**config.mk**
```make
export PLATFORM = sky130hd
export DESIGN_NAME = gate_array_pipe
export DESIGN_NICKNAME = d
export VERILOG_FILES = /design/src/rtl/gate_array_pkg.sv /design/src/rtl/gate_array_alu.sv /design/src/rtl/gate_array_pipe.sv
export SDC_FILE = /design/constraint.sdc
export NUM_CORES = 1
export LEC_CHECK = 0
export ABC_AREA = 0
export CELL_PAD_IN_SITES_DETAIL_PLACEMENT = 1
export CELL_PAD_IN_SITES_GLOBAL_PLACEMENT = 1
export CORE_UTILIZATION = 41
export CTS_CLUSTER_SIZE = 12
export DETAILED_ROUTE_END_ITERATION = 7
export PLACE_DENSITY = 0.95
export RECOVER_POWER = 50
export SYNTH_ARGS = -nofsm -noshare
export SYNTH_HDL_FRONTEND = slang
export SYNTH_HIERARCHICAL = 1
export SYNTH_SLANG_ARGS = --single-unit
```
**constraint.sdc**
```tcl
create_clock -name clk -period 3.5 [get_ports clk]
set_input_delay 0.525 -clock clk [delete_from_list [all_inputs] [get_ports clk]]
set_output_delay 0.525 -clock clk [all_outputs]
set_load 0.01 [all_outputs]
```
**src/rtl/gate_array_pkg.sv**
```systemverilog
// Shared types for the gate array pipeline.
// Gate select encoding and its width.
package gate_array_pkg;

    localparam int OP_W = 3;

    typedef enum logic [OP_W-1:0] {
        OP_AND  = 3'd0,
        OP_OR   = 3'd1,
        OP_XOR  = 3'd2,
        OP_NAND = 3'd3,
        OP_NOR  = 3'd4,
        OP_XNOR = 3'd5,
        OP_NOTA = 3'd6,
        OP_PASS = 3'd7
    } op_t;

endpackage

```
**src/rtl/gate_array_alu.sv**
```systemverilog
// Combinational bitwise gate selected by op_t.
// Operand B is ignored for NOT A and PASS A.
module gate_array_alu
    import gate_array_pkg::*;
#(
    parameter int WIDTH = 8
) (
    input  logic [WIDTH-1:0] i_a,
    input  logic [WIDTH-1:0] i_b,
    input  op_t              i_op,
    output logic [WIDTH-1:0] o_res
);

    always_comb begin
        o_res = '0;
        unique case (i_op)
            OP_AND:  o_res = i_a & i_b;
            OP_OR:   o_res = i_a | i_b;
            OP_XOR:  o_res = i_a ^ i_b;
            OP_NAND: o_res = ~(i_a & i_b);
            OP_NOR:  o_res = ~(i_a | i_b);
            OP_XNOR: o_res = ~(i_a ^ i_b);
            OP_NOTA: o_res = ~i_a;
            OP_PASS: o_res = i_a;
        endcase
    end

endmodule

```
**src/rtl/gate_array_pipe.sv**
```systemverilog
// Two-stage valid/ready gate pipeline with zero/ones/parity flags.
// Define GATE_ARRAY_CNT_EN to enable the accepted-transaction counter.
module gate_array_pipe
    import gate_array_pkg::*;
#(
    parameter int WIDTH = 8,
    parameter int CNT_W = 16
) (
    input  logic             clk,
    input  logic             rst_n,
    input  logic             in_valid,
    output logic             in_ready,
    input  logic [WIDTH-1:0] in_a,
    input  logic [WIDTH-1:0] in_b,
    input  logic [OP_W-1:0]  in_op,
    output logic             out_valid,
    input  logic             out_ready,
    output logic [WIDTH-1:0] out_res,
    output logic             out_zero,
    output logic             out_ones,
    output logic             out_par,
    output logic [CNT_W-1:0] out_cnt
);

    logic             r_s1_valid;
    logic [WIDTH-1:0] r_s1_res;
    logic             r_s2_valid;
    logic [WIDTH-1:0] r_s2_res;
    logic             r_zero;
    logic             r_ones;
    logic             r_par;

    logic             w_adv1;
    logic             w_adv2;
    logic [WIDTH-1:0] w_alu;

    // Ready ripples back combinationally so a full pipe still streams
    assign w_adv2   = !r_s2_valid || out_ready;
    assign w_adv1   = !r_s1_valid || w_adv2;
    assign in_ready = w_adv1;

    gate_array_alu #(
        .WIDTH (WIDTH)
    ) u_alu (
        .i_a   (in_a),
        .i_b   (in_b),
        .i_op  (op_t'(in_op)),
        .o_res (w_alu)
    );

    always_ff @(posedge clk or negedge rst_n) begin
        if (!rst_n) begin
            r_s1_valid <= 1'b0;
            r_s1_res   <= '0;
        end else if (w_adv1) begin
            r_s1_valid <= in_valid;
            if (in_valid) begin
                r_s1_res <= w_alu;
            end
        end
    end

    always_ff @(posedge clk or negedge rst_n) begin
        if (!rst_n) begin
            r_s2_valid <= 1'b0;
            r_s2_res   <= '0;
            r_zero     <= 1'b0;
            r_ones     <= 1'b0;
            r_par      <= 1'b0;
        end else if (w_adv2) begin
            r_s2_valid <= r_s1_valid;
            if (r_s1_valid) begin
                r_s2_res <= r_s1_res;
                r_zero   <= (r_s1_res == '0);
                r_ones   <= &r_s1_res;
                r_par    <= ^r_s1_res;
            end
        end
    end

    assign out_valid = r_s2_valid;
    assign out_res   = r_s2_res;
    assign out_zero  = r_zero;
    assign out_ones  = r_ones;
    assign out_par   = r_par;

`ifdef GATE_ARRAY_CNT_EN
    logic             w_in_fire;
    logic [CNT_W-1:0] r_cnt;

    assign w_in_fire = in_valid && w_adv1;

    always_ff @(posedge clk or negedge rst_n) begin
        if (!rst_n) begin
            r_cnt <= '0;
        end else if (w_in_fire) begin
            r_cnt <= r_cnt + 1'b1;
        end
    end

    assign out_cnt = r_cnt;
`else
    assign out_cnt = '0;
`endif

endmodule

```
# After elaboration in Yosys (flattened, before gate mapping)
# Cells that the tools add are included.
# Widths: inputs -> output; s select.
dict set report word_totals {
  register_bits 21
  in_bits 23
  wordCells 32
}
dict set report op_classes {
  n_eq_ne 7
  bitwise_logic 7
  n_mux 1
  n_reduce_logical 10
}
# cell n
set op_table {}
lappend op_table {{$pmux 8 s8} 1}
lappend op_table {{$not 8->8} 4}
lappend op_table {{$eq 3x3->1 const B} 4}
lappend op_table {{$and 8x8->8} 1}
lappend op_table {{$logic_not 8->1} 1}
lappend op_table {{$or 8x8->8} 1}
lappend op_table {{$reduce_and 8->1} 1}
lappend op_table {{$reduce_xor 8->1} 1}
lappend op_table {{$xor 8x8->8} 1}
lappend op_table {{$eq 3x2->1 const B} 2}
lappend op_table {{$reduce_and 2->1} 2}
lappend op_table {{$eq 3x1->1 const B} 1}
lappend op_table {{$logic_not 3->1} 1}
lappend op_table {{$logic_not 1->1} 2}
lappend op_table {{$logic_or 1x1->1} 2}

# Longest topological paths before layout
dict set report depth {
  ltp_word 4
  ltp_mapped 7
  ltp_nobuf 7
}

# Cells and area by module
# Netlist, hierarchy kept.
# module cells_each n_inst area_each_um2 seq_area_each_um2
set modules_own_cells {}
lappend modules_own_cells {gate_array_pipe 87 1 1117.3 525.5}
lappend modules_own_cells {gate_array_alu 115 1 920.9 0.0}

# Worst setup path after synthesis
# OpenSTA, ideal clock, no wires.
dict set report synth_path {
  path_kind {input -> register}
  startpoint {input in_a[2]}
  endpoint {register r_s1_res[2]}
  stages 6
  setup_ns 0.125
  arrival_ns 1.663
  slack_ns 1.712
  path_cell_list {inv_1 > ha_1 > nor2_1 > a21oi_1 > mux4_2 > mux2_2}
}
dict set report synth_between {
  elab_chain_cells 3
  elab_cells_between_ends 8
}
# item line
set synth_lines {}
lappend synth_lines {{start, declared} gate_array_pipe.sv:13} ;# input logic [WIDTH-1:0] in_a,
lappend synth_lines {{$xor 8x8->8 (tied with other cells)} {gate_array_alu.sv:19, gate_array_alu.sv:22}}
lappend synth_lines {{$not 8->8 (on tied branches)} {gate_array_alu.sv:22, gate_array_alu.sv:20, gate_array_alu.sv:21}}
lappend synth_lines {{$pmux 8 s8 *} gate_array_alu.sv:16} ;# unique case (i_op)
lappend synth_lines {{named net w_alu[2]} gate_array_pipe.sv:35} ;# logic [WIDTH-1:0] w_alu;
lappend synth_lines {{end signal, assigned} gate_array_pipe.sv:58} ;# r_s1_res <= w_alu;
lappend synth_lines {{end, declared} gate_array_pipe.sv:26} ;# logic [WIDTH-1:0] r_s1_res;
# Mark *: on every way through the listed nets, which the timed path passes. The rest lies on a longest branch.
# A chain may end at the register's enable or synchronous reset.

# Final worst setup path
dict set report layout_path {
  startpoint {input out_ready}
  endpoint {output in_ready}
}
dict set report layout_between {
  elab_chain_cells 2
}
# item line
set layout_lines {}
lappend layout_lines {{start, declared} gate_array_pipe.sv:17} ;# input logic out_ready,
lappend layout_lines {{$logic_or 1x1->1} gate_array_pipe.sv:38} ;# assign w_adv2 = !r_s2_valid || out_ready;
lappend layout_lines {{$logic_or 1x1->1} gate_array_pipe.sv:39} ;# assign w_adv1 = !r_s1_valid || w_adv2;
lappend layout_lines {{end, declared} gate_array_pipe.sv:12} ;# output logic in_ready,
# Every way passes these cells.

==> metrics <==
status=completed; Ports=52; fin area=0.00237 sq mm; RSZ-0062 raised after global routing=false; CTS tree=built; synth-to-layout area growth=16.2%; CP cell instances=dlygate4sd3_1 -> nand3b_1 -> clkdlybuf4s50_1; dpl cell area=between 0.002 and 0.0025 sq mm; FP Rows=25; Worst-Margin Slew=just over 0.9 ns; Starting Density=42.9%; layout cells sized above 1=15.1%; Crit Path Max Fanout=3; CP Launch Type=input pin; library cells used by synthesis=33; Layout Skew=between 0.0008 and 0.0009 ns; Fin. Hold Viols=0; Setup crit end kind=primary output; number of DRC markers in iteration 0=34; gpl congestion=~0.73; # H-tree levels=1; via/cell ratio=around 4.7; max_cap viols=0; Final min period=around 2.4 ns; first-pass GRT wire length=between 6000 and 7000 um; HPWL after DPL=3000 um; register area share after synthesis=between 20 and 30%; drt total wl=3650 um; Post-layout nets=280; IO buf count=35; CTS Sinks=21; CTS Hold Buffers Added=0; f_max=around 420 MHz; Power Dens Cells=400 mW/mm^2; grt ovf=0; Synth Warn #=6; CP required=about 3.0 ns; Worst-path clk slew=0.07 ns; Slew Viols, Final=0; final setup TNS=0 ns; post-synthesis cell count=between 200 and 250; worst hold-check path type=reg2reg; vias=about 1.4k; core area=roughly 0.0048 sq mm; residual DRC count=0; die width=around 73 um; drt wl/cell=~12 um; final setup violation count=0; height of the die=~73 um; WS Path Type=in2out; CTS buffer count=3; Peak VDD IR=~0.00016 V; largest net degree at the start of global routing=26; Post-CTS Setup Bufs=0; first drt pass iteration count=3; CTS Buffer Depth=2; ANT cells=0; Worst-Skew Late Latency=0.26 ns; All-Layer GR Usage=roughly 15%; FF-to-FF setup slack=around 2 ns; Root Buffer=clkbuf_8; crit-path max cell delay=between 0.5 and 0.6 ns; Leak=approximately 1.2 nW; relative slew slack=37.6%; vias in the first global route=between 1k and 1.5k; post-cts resize count=0; register bit total from synthesis=21; synthesized area per cell=10.1 sq um; initial antenna violation count=0; Arrival @ worst endpoint=1.83 ns; Tcrit/Tclk final=67.3%; die area=0.00526 sq mm; Critical-path top delay cell=dlygate4sd3_1; Synth Cell Area=0.00204 sq mm; Post-DRT Antenna Nets=0
-- stage by stage --
stage / hold WS, ns / power [mW] / std cells / util, % / setup slack, ns
global route: 0.508 / 1.02 / 299 / 49.8 / 0.954
floorplan: 0.229 / 0.654 / 217 / - / 1.71
global placement: 0.461 / 0.778 / 295 / 48.8 / 0.933
CTS: 0.500 / 0.967 / 299 / 49.8 / 1.16
finish: 0.496 / 0.948 / 299 / 49.8 / 1.15
detailed placement: 0.483 / 0.805 / 295 / 48.8 / 0.865
-- final timing paths --
path	end	start	cells past startpoint
hold / removal	out_valid$_DFFE_PN0P_	r_s1_valid$_DFFE_PN0P_	1
setup reg to reg	out_par$_DFFE_PN0P_	r_s1_res[1]$_DFFE_PN0P_	5
min in group asynchronous	out_res[6]$_DFFE_PN0P_	rst_n	1
setup / recovery	in_ready	out_ready	3
hold reg to reg	out_valid$_DFFE_PN0P_	r_s1_valid$_DFFE_PN0P_	1
max in group asynchronous	r_s1_res[2]$_DFFE_PN0P_	rst_n	1
-- critical path: cells and delay by family --
family | cells | cell delay [ns]
and+or+nand+nor | 1 | 0.23
buffers and inverters | 2 | 1.07
-- where the power goes --
part | internal [mW] | switching, mW | leakage [nW]
Clock | 0.0793 | 0.0780 | 0.0255
Combinational | 0.262 | 0.172 | 0.881
Sequential | 0.307 | 0.0505 | 0.248
Total | 0.648 | 0.300 | 1.15
-- Yosys cell counts --
cell      count  share of area [%]
inv_1        33                6.1
ha_1         24                 15
dfrtp_1      21                 26
buf_4        16                5.9
nor2_1       13                2.4
mux2_4       11                8.1
a21oi_1      10                2.5
xnor2_1      10                4.3
mux2_2        9                5.0
mux2i_1       8                3.9
mux4_2        5                5.5
nand2_1       5               0.92
buf_2         4               0.98
buf_6         3                1.7
nor3_1        3               0.74
o21ai_0       3               0.74
a31oi_1       2               0.61
and4bb_2      2                1.2
buf_12        2                2.0
nand4_1       2               0.61
nor2b_1       2               0.61
o2111a_1      2                1.1
or2b_1        2               0.74
a21o_1        1               0.37
a221oi_2      1               0.74
clkbuf_4      1               0.37
conb_1        1               0.18
nand2_2       1               0.31
nand2b_1      1               0.31
nand3b_1      1               0.37
nor3b_1       1               0.37
nor4bb_1      1               0.49
xor2_1        1               0.43
-- sequential cells by signal, summed over array words and instances (netlist names) --
signal,cells
out_zero,1
out_par,1
out_ones,1
r_s1_res,8
out_res,8
r_s1_valid,1
out_valid,1
-- layout make-up --
type,instances,area [sq um]
Clock inverter,1,5.00
Inverter,33,124
Clock buffer,3,41.3
Fill cell,556,2390
Timing Repair Buffer,37,365
Tap cell,67,83.8
Multi-Input combinational cell,137,1220
Sequential cell,21,526
-- kinds of logic after synthesis --
family / after synthesis / share of synthesized area, %
adder cells (fa/ha/maj): 24 / 14.7
buffers and inverters: 59 / 16.9
AO/OA/AOI/OAI: 19 / 6.02
flip-flops: 21 / 25.8
multiplexers: 33 / 22.5
XOR/XNOR: 11 / 4.73
other: 1 / 0.184
AND/OR/NAND/NOR: 34 / 9.09
-- cells in the final DEF (no fill, tap or decap), types with 3 or more instances in the layout --
cell / count
nor2_1: 13
inv_1: 33
clkbuf_8: 3
clkdlybuf4s50_1: 29
o21ai_0: 3
ha_1: 24
mux2_4: 11
nor3_1: 3
mux2i_1: 8
mux4_2: 5
conb_1: 16
a21oi_1: 10
nand2_1: 5
dlygate4sd3_1: 6
mux2_2: 9
xnor2_1: 10
dfrtp_1: 21
-- routing by layer --
metal | part of all wire (%) | GRT usage (%) | up-vias
met5 | 0 | 0 | -
met4 | 1.2 | 4.58 | 0
met3 | 3.1 | 1.94 | 5
met2 | 53 | 28.9 | 35
met1 | 42 | 18.2 | 681
li1 | - | - | 693
Power figures use the tool's default switching activity.
